$ cat config.mk
export PLATFORM = sky130hd
export DESIGN_NAME = exe_unit_sequencer
export DESIGN_NICKNAME = d
export VERILOG_FILES = /design/src/rtl/exe_unit_sequencer.sv
export SDC_FILE = /design/constraint.sdc
export NUM_CORES = 1
export LEC_CHECK = 0
export ABC_AREA = 1
export CORE_MARGIN = 5
export CORE_UTILIZATION = 46
export CTS_BUF_LIST = sky130_fd_sc_hd__clkbuf_4 sky130_fd_sc_hd__clkbuf_8 sky130_fd_sc_hd__clkbuf_16
export CTS_CLUSTER_SIZE = 20
export DETAILED_ROUTE_END_ITERATION = 16
export PLACE_DENSITY = 0.89
export SYNTH_ARGS = -nofsm -noshare
export SYNTH_HDL_FRONTEND = slang
export SYNTH_SLANG_ARGS = --single-unit
export TNS_END_PERCENT = 100
$ cat constraint.sdc
create_clock -name i_clk -period 1.6 [get_ports i_clk]
set_input_delay 0.16 -clock i_clk [delete_from_list [all_inputs] [get_ports i_clk]]
set_output_delay 0.16 -clock i_clk [all_outputs]
set_load 0.05 [all_outputs]
$ cat src/rtl/exe_unit_sequencer.sv
// exe_unit_sequencer
//   Command-side master for a fixed-latency 4-op execution unit. It accepts one
//   command at a time, drives and holds the unit's operand bus, waits for the
//   unit's latency, then captures result/status into a response register. The
//   response is offered over valid/ready. Saturating counters track completed
//   responses and responses that carried a non-zero status.
//
// Parameters
//   m    operand/result width
//   n    opcode width
//   LAT  execution-unit latency in clock edges (1..7)
//   CW   completion/error counter width (saturating)
//
// Ports
//   i_clk, i_rsn                         clock, synchronous active-low reset
//   i_cmd_valid/o_cmd_ready              command handshake (ready only in IDLE)
//   i_cmd_oper/i_cmd_argA/i_cmd_argB     command payload
//   o_oper/o_argA/o_argB                 operand bus to the execution unit
//   i_result/i_status                    execution-unit outputs
//   o_rsp_valid/i_rsp_ready              response handshake
//   o_rsp_oper/o_rsp_result/o_rsp_status response payload
//   o_done_cnt/o_err_cnt                 completed / errored response counters
//   o_busy                               sequencer not idle
module exe_unit_sequencer #(
    parameter int unsigned m   = 4,
    parameter int unsigned n   = 2,
    parameter int unsigned LAT = 1,
    parameter int unsigned CW  = 8
) (
    input  logic          i_clk,
    input  logic          i_rsn,
    input  logic          i_cmd_valid,
    output logic          o_cmd_ready,
    input  logic [n-1:0]  i_cmd_oper,
    input  logic [m-1:0]  i_cmd_argA,
    input  logic [m-1:0]  i_cmd_argB,
    output logic [n-1:0]  o_oper,
    output logic [m-1:0]  o_argA,
    output logic [m-1:0]  o_argB,
    input  logic [m-1:0]  i_result,
    input  logic [3:0]    i_status,
    output logic          o_rsp_valid,
    input  logic          i_rsp_ready,
    output logic [n-1:0]  o_rsp_oper,
    output logic [m-1:0]  o_rsp_result,
    output logic [3:0]    o_rsp_status,
    output logic [CW-1:0] o_done_cnt,
    output logic [CW-1:0] o_err_cnt,
    output logic          o_busy
);

    localparam int unsigned CNT_W = 3;
    localparam int unsigned ST_W  = 4;

    typedef enum logic [1:0] {
        ST_IDLE  = 2'd0,
        ST_ISSUE = 2'd1,
        ST_CAPT  = 2'd2,
        ST_RESP  = 2'd3
    } state_t;

    state_t             state_q,      state_d;
    logic [CNT_W-1:0]   cnt_q,        cnt_d;
    logic [n-1:0]       oper_q,       oper_d;
    logic [m-1:0]       arga_q,       arga_d;
    logic [m-1:0]       argb_q,       argb_d;
    logic               rsp_valid_q,  rsp_valid_d;
    logic [n-1:0]       rsp_oper_q,   rsp_oper_d;
    logic [m-1:0]       rsp_result_q, rsp_result_d;
    logic [ST_W-1:0]    rsp_status_q, rsp_status_d;
    logic [CW-1:0]      done_q,       done_d;
    logic [CW-1:0]      err_q,        err_d;

    // State and datapath registers
    always_ff @(posedge i_clk) begin
        if (!i_rsn) begin
            state_q      <= ST_IDLE;
            cnt_q        <= '0;
            oper_q       <= '0;
            arga_q       <= '0;
            argb_q       <= '0;
            rsp_valid_q  <= 1'b0;
            rsp_oper_q   <= '0;
            rsp_result_q <= '0;
            rsp_status_q <= '0;
            done_q       <= '0;
            err_q        <= '0;
        end else begin
            state_q      <= state_d;
            cnt_q        <= cnt_d;
            oper_q       <= oper_d;
            arga_q       <= arga_d;
            argb_q       <= argb_d;
            rsp_valid_q  <= rsp_valid_d;
            rsp_oper_q   <= rsp_oper_d;
            rsp_result_q <= rsp_result_d;
            rsp_status_q <= rsp_status_d;
            done_q       <= done_d;
            err_q        <= err_d;
        end
    end

    // Next-state and register-update logic
    always_comb begin
        state_d      = state_q;
        cnt_d        = cnt_q;
        oper_d       = oper_q;
        arga_d       = arga_q;
        argb_d       = argb_q;
        rsp_valid_d  = rsp_valid_q;
        rsp_oper_d   = rsp_oper_q;
        rsp_result_d = rsp_result_q;
        rsp_status_d = rsp_status_q;
        done_d       = done_q;
        err_d        = err_q;

        unique case (state_q)
            ST_IDLE: begin
                if (i_cmd_valid) begin
                    oper_d  = i_cmd_oper;
                    arga_d  = i_cmd_argA;
                    argb_d  = i_cmd_argB;
                    cnt_d   = '0;
                    state_d = ST_ISSUE;
                end
            end
            ST_ISSUE: begin
                // Operand bus is held; count the unit's latency
                cnt_d = cnt_q + CNT_W'(1);
                if (cnt_q == CNT_W'(LAT - 1)) begin
                    state_d = ST_CAPT;
                end
            end
            ST_CAPT: begin
                rsp_oper_d   = oper_q;
                rsp_result_d = i_result;
                rsp_status_d = i_status;
                rsp_valid_d  = 1'b1;
                state_d      = ST_RESP;
            end
            ST_RESP: begin
                if (i_rsp_ready) begin
                    rsp_valid_d = 1'b0;
                    state_d     = ST_IDLE;
                    if (done_q != '1) begin
                        done_d = done_q + CW'(1);
                    end
                    if ((rsp_status_q != '0) && (err_q != '1)) begin
                        err_d = err_q + CW'(1);
                    end
                end
            end
            default: state_d = ST_IDLE;
        endcase
    end

    // Handshake readiness depends on state only
    assign o_cmd_ready  = (state_q == ST_IDLE);
    assign o_busy       = (state_q != ST_IDLE);

    assign o_oper       = oper_q;
    assign o_argA       = arga_q;
    assign o_argB       = argb_q;
    assign o_rsp_valid  = rsp_valid_q;
    assign o_rsp_oper   = rsp_oper_q;
    assign o_rsp_result = rsp_result_q;
    assign o_rsp_status = rsp_status_q;
    assign o_done_cnt   = done_q;
    assign o_err_cnt    = err_q;

endmodule
==> results of run 1 <==
-- final cells by class --
cell class / instances / area (um^2) / share of cell area (%)
Tap cell: 52 / 65.1 / 2.35
Clock inverter: 2 / 60.1 / 2.17
Timing Repair Buffer: 67 / 593 / 21.4
Multi-Input combinational cell: 206 / 1000 / 36.2
Clock buffer: 6 / 82.6 / 2.98
Inverter: 32 / 120 / 4.33
Sequential cell: 42 / 847 / 30.6
-- cell families after synthesis --
group                    Yosys count  synth area share (%)
AO/OA/AOI/OAI                     46                  12.2
XOR/XNOR                           2                 0.875
adder cells (fa/ha/maj)            8                  5.00
buffers and inverters             40                  8.06
flip-flops                        42                  42.0
AND/OR/NAND/NOR                  150                  31.9
-- flip-flops by register name, summed over array words and instances (netlist names) --
register and count:
cnt_q 3, o_argA 4, o_argB 4, o_done_cnt 8, o_err_cnt 8, o_oper 2, o_rsp_oper 2, o_rsp_result 4
o_rsp_status 4, o_rsp_valid 1, state_q 2
-- through the flow --
step | worst slack [ps] | util, %
2_1_floorplan | 116 | -
3_3_place_gp | 227 | 61.0
3_5_place_dp | 156 | 61.0
4_1_cts | 54.1 | 64.3
5_1_grt | 24.7 | 64.5
6_report | 134 | 64.5
-- worst reg2reg max path, cell delays in order (launching register included) --
cell and delay (ps):
dfxtp_1 370, inv_1 80, ha_2 220, nand2_1 120, o21ai_1 100, nor2_1 190, o21ai_0 120, a21oi_1 190
-- path summary, 6_finish.rpt --
check | from | endpoint | cells past startpoint
setup reg to reg | state_q[1] | state_q[0] | 7
hold reg to reg | o_argB[1] | o_argB[1] | 2
setup / recovery | state_q[1] | state_q[0] | 7
hold / removal | i_result[3] | o_rsp_result[3] | 3
-- cells in the final DEF (no fill, tap or decap) --
cell,synthesis,final
a21oi_2,3,3
a211oi_1,1,1
ha_1,8,7
buf_12,0,3
or2_2,1,1
clkinv_1,2,2
o21ai_1,1,2
clkdlybuf4s50_1,0,21
o21ai_0,27,26
buf_4,0,43
ha_2,0,1
nand2_2,3,3
nand2_1,52,52
nor2_2,2,2
nand2_4,2,2
dfxtp_1,42,37
a21oi_1,14,14
inv_1,30,30
nor3_1,4,4
nand3b_1,1,1
nand4_1,5,5
nor2_1,64,64
nand3_1,15,15
clkbuf_8,0,6
nand3_2,1,1
dfxtp_2,0,5
bufinv_16,0,2
xor2_1,2,2
-- report_power, final --
group          total, uW  internal [uW]  switching [uW]
registers           1400           1260             141
logic               1900            652            1250
clock network       1020            665             354
-- timing repair --
| action | in CTS | in global routing |
|---|---|---|
| setup buffers | 0 | 1 |
| gates resized for setup | 0 | 2 |
| setup endpoints to repair | 0 | 1 |
-- routing by layer --
layer	GRT usage, %	share of wire (%)	vias to the layer above
met5	0	0	-
met3	6.86	8.6	6
met4	5.34	1.2	0
met2	29.7	48	53
li1	-	-	1048
met1	18.7	42	879
==> qor.txt, run 1 <==
RSZ-0062 raised after global routing - false
status - finished, final reports clean
sequential area share after synthesis - 42.0%
Root Buffer - clkbuf_8
H-tree Lvls - 2
Final #Nets - 384
Setup Crit Path Kind - reg -> reg
Hold WC Path Type - in -> reg
vias in the first global route - 1861
slowest CP cell - dfxtp_1
P_leak - 0.00122 uW
Cell Area, Placed - 2620 um^2
Final HPWL DP - 3640 um
CP delay by family, top - compound AO/OA/AOI/OAI gates
FMAX - 0.682 GHz
initial antenna violation count - 0
first-pass GRT wire length - 8270 um
crit end category - flip-flop
Worst slew margin - 67.2%
# clock sinks - 42
Post-Layout Inst Area - 2770 um^2
I/O Buffers - 60
pwr dens - 1560 nW/um^2
crit-path max FO - 6
Slew Limit Fails - 0
Hold Vio Cnt, Final - 0
core area - 4290 um^2
gr usage total - 17.0%
Layout Cells excl Fill - 407
Area Overhead vs Synth - 38.4%
final hold slack - 447 ps
reg2reg setup slack - 130 ps
die width - 76.0 um
GPL Wtd Cong - 0.829
flops & latches, synth - 42
biggest cell delay along the critical path - 370 ps
top cells by area, synth - dfxtp_1, nor2_1, nand2_1
layout cell share with drive strength beyond 1 - 20.3%
# fillers - 395
fin crit period - 1470 ps
drt drc - 0
yosys warns - 0
CP cell instances - inv_1 -> ha_2 -> nand2_1 -> o21ai_1 -> nor2_1 -> o21ai_0 -> a21oi_1
async set-or-reset flop fraction in the synthesized netlist - 0%
Post-synth top flop - dfxtp_1
CP startpoint kind - flip-flop
# Max-Cap Violations - 0
Worst Path Buf+Inv - 1
worst vdd ir - 1.13 mV
die height - 76.0 um
TritonCTS buffer count - 5
post-layout power - 4320 uW
wire length per cell - 11.8 um
Cells after DPL - 398
gr ovfl total - 0
most common cell in the netlist - nor2_1
DR vias - 1986
post-synth net total - 318
TritonCTS clock tree - built
# IOs - 61
Req. time, crit path - 1800 ps
final wirelength - 4810 um
Post-DRT Antenna Nets - 0
drt initial violations - 102
synth unique cells - 25
CTS clk-pin slew, worst paths - 80 ps
Starting Density - 46.6%
Worst Max-Slew Pin Slew - 491 ps
Clock Latency Late Sink - 290 ps
critical path arrival - 1670 ps
DIE AREA - 5770 um^2
largest area contributor in the netlist - dfxtp_1
Site Rows - 24
Avg Vias per Cell - 4.88
post-synth top area share - 42.0%
combined area of all synthesized cells - 2000 um^2
synth cell count leaders - nor2_1, nand2_1, dfxtp_1
clock tree buffer depth - 2
Post-synth EDFFs - 0
setup tns final - 0 ps
Clock Skews - 7.60 ps
period utilization - 91.6%
CTS Hold Buffers Added - 0
final setup vio count - 0
1st-pass router iterations - 4
synthesized area per cell - 6.96 um^2
largest net degree at the start of global routing - 27
Antenna Cells - 0
Mapped Cells - 288
(Power assumes the default switching activity.)
==> inputs of run 2 (changes only) <==
Settings changed: CORE_UTILIZATION 46 to 42, PLACE_DENSITY 0.89 to 0.86.
Clock period 1.6 ns to 1.3 ns, I/O delays scaled along.
==> run 2 against run 1 <==
The run now ends with negative setup slack left. Combinational power grew 67%. Final area grew 25%. Critical path type is now reg -> out. Largest cell class is now buffers. Sequential share of layout area shrank 5.1 points. Critical path depth shrank 2. Clock-buffer cell count grew 2.
==> qor.txt, run 2 (same netlist as run 1, synthesis figures left out) <==
die height - 79.1 um
setup tns final - -18.5 ps
TritonCTS clock tree - built
gr ovfl total - 0
first-pass GRT wire length - 8670 um
Hold Crit Endpoint - o_rsp_status[2]
combinational share of power - 53.6%
fin crit period - 1320 ps
# clock sinks - 42
Switch Pwr - 2420 uW
commonest non-fill, non-tap cell in the layout - nor2_1
CTS clk-pin slew, worst paths - 80 ps
Starting Density - 42.7%
clock share of power - 15.2%
1st-pass router iterations - 4
worst setup margin - -18.5 ps
post-layout power - 5910 uW
FMAX - 0.758 GHz
failing checks - negative setup slack
Hold Path Stages - 3
Post-DRT Antenna Nets - 0
Worst Max-Slew Pin Slew - 278 ps
Clock Latency Late Sink - 300 ps
Worst slew margin - 81.3%
Final #Nets - 398
r2r endpoint - cnt_q[1]
Seq. cell area - 882 um^2
CP startpoint kind - flip-flop
multi-input logic area - 1120 um^2
Area Overhead vs Synth - 72.8%
worst vdd ir - 1.40 mV
H-tree Lvls - 2
die width - 79.1 um
Post-Layout Inst Area - 3460 um^2
clock tree buffer depth - 2
status - complete, but fails checks
sequential share of power - 31.2%
pwr dens - 1710 nW/um^2
Sw Share - 40.9%
Cell Area, Placed - 3230 um^2
Worst R2R Start - state_q[0]
wire length per cell - 13.1 um
drt drc - 0
Clock Skews - 4.32 ps
Req. time, crit path - 1170 ps
Final HPWL DP - 4010 um
reg2reg setup slack - 20 ps
layout cell share with drive strength beyond 1 - 33.6%
P_leak - 0.00142 uW
Slew Limit Fails - 0
GPL Wtd Cong - 0.830
Hold WC Path Type - in -> reg
final wirelength - 5560 um
gr usage total - 17.1%
crit-path max FO - 4
most frequent cells in the layout - nor2_1, nand2_1, buf_12
cell internal pwr - 3490 uW
crit end category - output pin
cells on worst reg2reg path - 6
drt initial violations - 77
# Max-Cap Violations - 0
# IOs - 61
I/O Buffers - 60
critical path arrival - 1190 ps
largest net degree at the start of global routing - 20
TritonCTS buffer count - 5
vias in the first global route - 2038
Setup Crit Path Kind - reg -> out
Antenna Cells - 0
hold wc startpoint - i_status[2]
RSZ-0062 raised after global routing - true
initial antenna violation count - 0
final hold slack - 410 ps
DIE AREA - 6250 um^2
period utilization - 101%
Hold Vio Cnt, Final - 0
Site Rows - 25
Root Buffer - clkbuf_8
Avg Vias per Cell - 5.05
final setup vio count - 1
# fillers - 323
DR vias - 2137
core area - 4690 um^2
run 2: changes by cell type in the layout (fill, tap and decap cells not counted), sizes merged:
cell | previous run | this run
buf | 46 | 60
bufinv | 2 | 0
clkbuf | 6 | 8
run 2: layout make-up:
type | instances | area share (%)
Clock buffer | 8 | 2.64
Timing Repair Buffer | 81 | 33.6
Inverter | 32 | 3.83
Sequential cell | 42 | 25.5
Tap cell | 54 | 1.95
Multi-Input combinational cell | 206 | 32.5
run 2: worst max-delay path by stage:
stage                               start       endpoint  slack, ps  cells past startpoint
final                          state_q[0]         o_busy        -20                      5
after global placement        i_rsp_ready  o_done_cnt[5]        -20                      7
after floorplan           o_rsp_status[0]   o_err_cnt[0]       0.02                      6
after CTS                      state_q[0]         o_busy        -20                      5
after detailed placement      i_rsp_ready   o_err_cnt[7]        -80                      7
after global routing           state_q[0]         o_busy        -60                      5
run 2: power groups by stage:
stage	registers [uW]	logic (uW)	clock network (uW)
6_report	1850	3170	896
4_1_cts	1830	3070	896
5_1_grt	1880	3360	958
3_3_place_gp	1830	2930	0
2_1_floorplan	2440	854	0
3_5_place_dp	1850	2970	0
run 2: timing repair:
item,in CTS,in global routing
hold endpoints to repair,0,0
gates resized for setup,13,33
setup buffers,2,1
pin swaps,1,7
setup endpoints to repair,33,21
gates cloned,0,0
hold buffers,0,0
run 2: critical path, cell delays in order (launching register included):
cell	delay [ps]
dfxtp_4	370
inv_2	50
ha_4	170
buf_6	130
inv_4	50
buf_12	120
run 2: through the flow:
stage | cells | utilization (%) | setup slack, ps
final | 423 | 73.8 | -18.5
after CTS | 422 | 71.5 | -24.4
after floorplan | 288 | - | 0.0236
after global routing | 423 | 73.8 | -56.7
after global placement | 412 | 68.8 | -24.6
after detailed placement | 412 | 68.8 | -83.9
run 2: per-layer routing:
metal	vias to the layer above	GRT usage, %	share of wire, %
li1	1079	-	-
met1	978	18.2	39
met2	70	30.4	51
met3	10	7.37	8.1
met4	0	5.33	1.4
met5	-	0	0
==> patch 1 (settings of run 2) <==
Re-encode `state_t` (4 states) as Gray code, 2 bits wide.
--- a/src/rtl/exe_unit_sequencer.sv
+++ b/src/rtl/exe_unit_sequencer.sv
@@ -55,6 +55,6 @@
     typedef enum logic [1:0] {
-        ST_IDLE  = 2'd0,
-        ST_ISSUE = 2'd1,
-        ST_CAPT  = 2'd2,
-        ST_RESP  = 2'd3
+        ST_IDLE  = 2'b00,
+        ST_ISSUE = 2'b01,
+        ST_CAPT  = 2'b11,
+        ST_RESP  = 2'b10
     } state_t;
Formal check against the unedited RTL: same outputs for any inputs over 10 cycles, from zero or initial values; not proved beyond that.
==> patch 1 against run 2 <==
Wire length down 3.2%; global-route usage increased by 0.14 points; worst hold slack lost 0.0060 ns; area after synthesis shrank 3.1%; sequential cell count stayed put; final cell count decreased by 4.7%; worst setup slack better by 0.043 ns; highest routed layer unchanged; non-clock buffer count is 8 lower; cell area is 5.9% lower; clock skew grew 0.0055 ns; critical endpoint is now o_err_cnt[2]$_SDFFE_PN0P_; critical path depth rose by 2.
Power is not compared: it rests on default switching activity, and its combinational part moved more than twofold at a synthesized area within 25%.
==> patch 1: results (changes against run 2) <==
{
  "outcome": "completed",
  "n_multi_input_combinational_cell": {"value": 199, "change": "-3.4%"},
  "drt_iter0_drc": {"value": 162, "change": "+110%"},
  "max_freq": {"value": 784.0, "unit": "MHz", "change": "+3.4%"},
  "routed_wirelength": {"value": 5384, "unit": "um", "change": "-3.2%"},
  "synth_xor_area_frac": {"value": 0.009026, "change": "+0.0002819"},
  "fin_nets": {"value": 376, "change": "-5.5%"},
  "place_hpwl": {"value": 4008, "unit": "um", "change": "about the same"},
  "clk_share": {"value": 0.02652, "change": "+0.0001262"},
  "grt.total_usage": {"value": 0.1725, "change": "+0.001433"},
  "nonClkBufAreaFrac": {"value": 0.3382, "change": "+0.001976"},
  "grt_util_met2": {"value": 0.3164, "change": "+0.01249"},
  "maxSlewHeadroom": {"value": 0.6405, "change": "-0.1726"},
  "layout_cell_share_with_drive_strength_beyond_1": {"value": 0.2906, "change": "-0.04545"},
  "placed_cell_area": {"value": 3110, "unit": "um^2", "change": "-3.6%"},
  "synthTopCellsByCount": "60 x sky130_fd_sc_hd__nor2_1, 55 x sky130_fd_sc_hd__nand2_1, 42 x sky130_fd_sc_hd__dfxtp_1",
  "dpl.cell_count": {"value": 392, "change": "-4.9%"},
  "routed-wl-met3": {"value": 522, "unit": "um", "change": "+15%"},
  "syn_inst": {"value": 278, "change": "-3.5%"},
  "path_max_fanout": {"value": 6, "change": "+2"},
  "placement.setup.worst_slack": {"value": -0.1727, "unit": "ns", "change": "-0.08883 ns"},
  "via_count": {"value": 2039, "change": "-4.6%"},
  "worstPathArrival": {"value": 1.44, "unit": "ns", "change": "+0.25 ns"},
  "inverters": {"value": 29, "change": "-9.4%"},
  "final.clkbuf_count": {"value": 6, "change": "-2"},
  "register_cell_area_after_layout": {"value": 879.6, "unit": "um^2", "change": "-0.28%"},
  "compound_gate_fraction_of_synth_area": {"value": 0.1103, "change": "-0.01155"},
  "count_of_plain_and_timing_repair_buffers": {"value": 73, "change": "-9.9%"},
  "final_util": {"value": 0.7375, "change": "about the same"},
  "drt-wirelength-per-cell": {"value": 13.36, "unit": "um", "change": "+1.6%"},
  "global_route.usage.met3": {"value": 0.07986, "change": "+0.006165"},
  "final.fill_count": {"value": 304, "change": "-5.9%"},
  "grt_use_met1": {"value": 0.1657, "change": "-0.01616"}
}
-- patch 1: repair_timing --
item,CTS,global route
gates resized for setup,0,11
setup endpoints to repair,0,15
buffers inserted,0,3
-- patch 1: power breakdown --
part / internal (mW) / total (mW) / switching (mW) / leakage (nW)
combinational: 0.317 / 0.665 / 0.348 / 0.902
clock: 0.394 / 0.850 / 0.456 / 0.0484
sequential: 1.33 / 1.39 / 0.0615 / 0.352
-- patch 1: worst paths after layout --
check,to,from,cells past startpoint
setup / recovery,o_err_cnt[2]$_SDFFE_PN0P_,o_err_cnt[1]$_SDFFE_PN0P_,7
hold / removal,o_argB[0]$_SDFFE_PN0P_,i_cmd_argB[0],3
setup reg to reg,o_err_cnt[2]$_SDFFE_PN0P_,o_err_cnt[1]$_SDFFE_PN0P_,7
hold reg to reg,cnt_q[1]$_SDFFE_PN0P_,cnt_q[1]$_SDFFE_PN0P_,2
==> patch 2 (settings of run 2) <==
Made on the original files. Set the parameter `CW` to 16 (it was 8).
--- a/src/rtl/exe_unit_sequencer.sv
+++ b/src/rtl/exe_unit_sequencer.sv
@@ -27,3 +27,3 @@
     parameter int unsigned LAT = 1,
-    parameter int unsigned CW  = 8
+    parameter int unsigned CW  = 16
 ) (
Interface: changed (resized o_done_cnt and o_err_cnt); port bits go from 61 to 77. No check against the original RTL was run, so the function may have changed too.
==> patch 2 against run 2 <==
The flow still finishes with violations (setup timing); clock power up 110%; power increased by 54%; worst setup slack got worse by 0.58 ns; area after synthesis up 50%; cell area grew 79%; global-route usage grew 14 points; non-clock buffer count grew 87; wire length grew to 3.1 times the old value; sequential cell count up 16.
==> patch 2: results (changes against run 2) <==
{
  "outcome": "complete, but fails checks",
  "violations": "setup timing",
  "number_of_global_route_vias_before_repair": {"value": 4065, "change": "+99%"},
  "final.fill_count": {"value": 246, "change": "-24%"},
  "place_hpwl": {"value": 7243, "unit": "um", "change": "+81%"},
  "synth_fp_nets": {"value": 460, "change": "+45%"},
  "path_max_fanout": {"value": 3, "change": "-1"},
  "fin_nets": {"value": 628, "change": "+58%"},
  "irDropWorstVdd": {"value": 0.002063, "unit": "V", "change": "+47%"},
  "synthTopCellsByCount": "99 x sky130_fd_sc_hd__nand2_1, 85 x sky130_fd_sc_hd__nor2_1, 58 x sky130_fd_sc_hd__dfxtp_1",
  "layout_cell_share_with_drive_strength_beyond_1": {"value": 0.5831, "change": "+0.2470"},
  "period_needed": {"value": 1.895, "unit": "ns", "change": "+0.5765 ns"},
  "dpl.cell_count": {"value": 662, "change": "+61%"},
  "routabilityCongestion": {"value": 0.8824, "change": "+6.3%"},
  "count_of_input_and_output_buffers": {"value": 76, "change": "+27%"},
  "stdcell_count": {"value": 698, "change": "+65%"},
  "worst-slew-pin-transition": {"value": 0.4909, "unit": "ns", "change": "+0.2127 ns"},
  "first_pass_grt_wire_length": {"value": 21070, "unit": "um", "change": "+140%"},
  "setup_viol_count_final": {"value": 49, "change": "+48"},
  "seq_area_frac_synth": {"value": 0.3876, "change": "-0.03210"},
  "drt-wirelength-per-cell": {"value": 25.03, "unit": "um", "change": "+90%"},
  "grt.total_usage": {"value": 0.3084, "change": "+0.1373"},
  "leak_pwr": {"value": 2.471, "unit": "nW", "change": "+75%"},
  "final.setup.worst_slack": {"value": -0.5951, "unit": "ns", "change": "-0.5765 ns"},
  "synth.distinct_cells": {"value": 31, "change": "+24%"}
}
## patch 2: kinds of logic (layout without fill, tap and decap cells)
kind of cell / after synthesis / in the layout / share of synthesized area
flops: 58 / 58 / 0.3876
simple gates: 238 / 238 / 0.3492
fa+ha+maj: 9 / 9 / 0.03759
buf+inv: 47 / 220 / 0.07143
xor+xnor: 8 / 8 / 0.02339
compound gates: 69 / 69 / 0.1307
## patch 2: layout make-up
type | count | area share
multi-input cells | 324 | 0.3624
repair buffers | 168 | 0.3465
flip-flops and latches | 58 | 0.2040
clock buffers | 12 | 0.03030
inverters | 34 | 0.02828
well taps | 96 | 0.01939
repair inverters | 2 | 0.004646
clock inverters | 4 | 0.004444
## patch 2: power by group
part           switching [mW]  internal [mW]
clock                   0.894          0.981
sequential              0.380           2.04
combinational            2.64           2.18
## patch 2: path summary, 6_finish.rpt
kind | start | end | cells after the start
setup / recovery | o_done_cnt[1]$_SDFFE_PN0P_ | o_done_cnt[14]$_SDFFE_PN0P_ | 9
hold / removal | i_status[1] | o_rsp_status[1]$_SDFFE_PN0P_ | 3
setup reg to reg | o_done_cnt[1]$_SDFFE_PN0P_ | o_done_cnt[14]$_SDFFE_PN0P_ | 9
hold reg to reg | o_done_cnt[8]$_SDFFE_PN0P_ | o_done_cnt[8]$_SDFFE_PN0P_ | 2
## patch 2: timing repair
item | CTS | global route
endpoints found under the setup margin | 59 | 56
gates cloned | 5 | 2
setup buffers | 9 | 7
pin swaps | 29 | 32
gates resized for setup | 78 | 117
## patch 2: through the flow
stage	total power [mW]	util	setup TNS, ns
floorplan	4.132	-	-5.219
global placement	5.888	0.7457	-4.875
detailed placement	6.034	0.7457	-8.131
CTS	8.238	0.8399	-3.143
global route	9.329	0.9016	-12.36
finish	9.116	0.9016	-11.35
## patch 2: critical path: stages, from the launching register on
cell and delay [ns]:
sky130_fd_sc_hd__dfxtp_4 0.38, sky130_fd_sc_hd__ha_4 0.15, sky130_fd_sc_hd__buf_4 0.11, sky130_fd_sc_hd__nand3_1 0.09, sky130_fd_sc_hd__nor2_1 0.40, sky130_fd_sc_hd__nand3_1 0.23, sky130_fd_sc_hd__nand2_1 0.13, sky130_fd_sc_hd__nand2_1 0.08
sky130_fd_sc_hd__nand2_1 0.14, sky130_fd_sc_hd__a21oi_2 0.08
## patch 2: per-layer routing
layer  global-route usage  vias up  wire, um
met2               0.5372      421      8256
li1                     -     1715         -
met5                    0        -         0
met1               0.3309     2026      6040
met3              0.08367      147      1703
met4               0.1887        0      1472
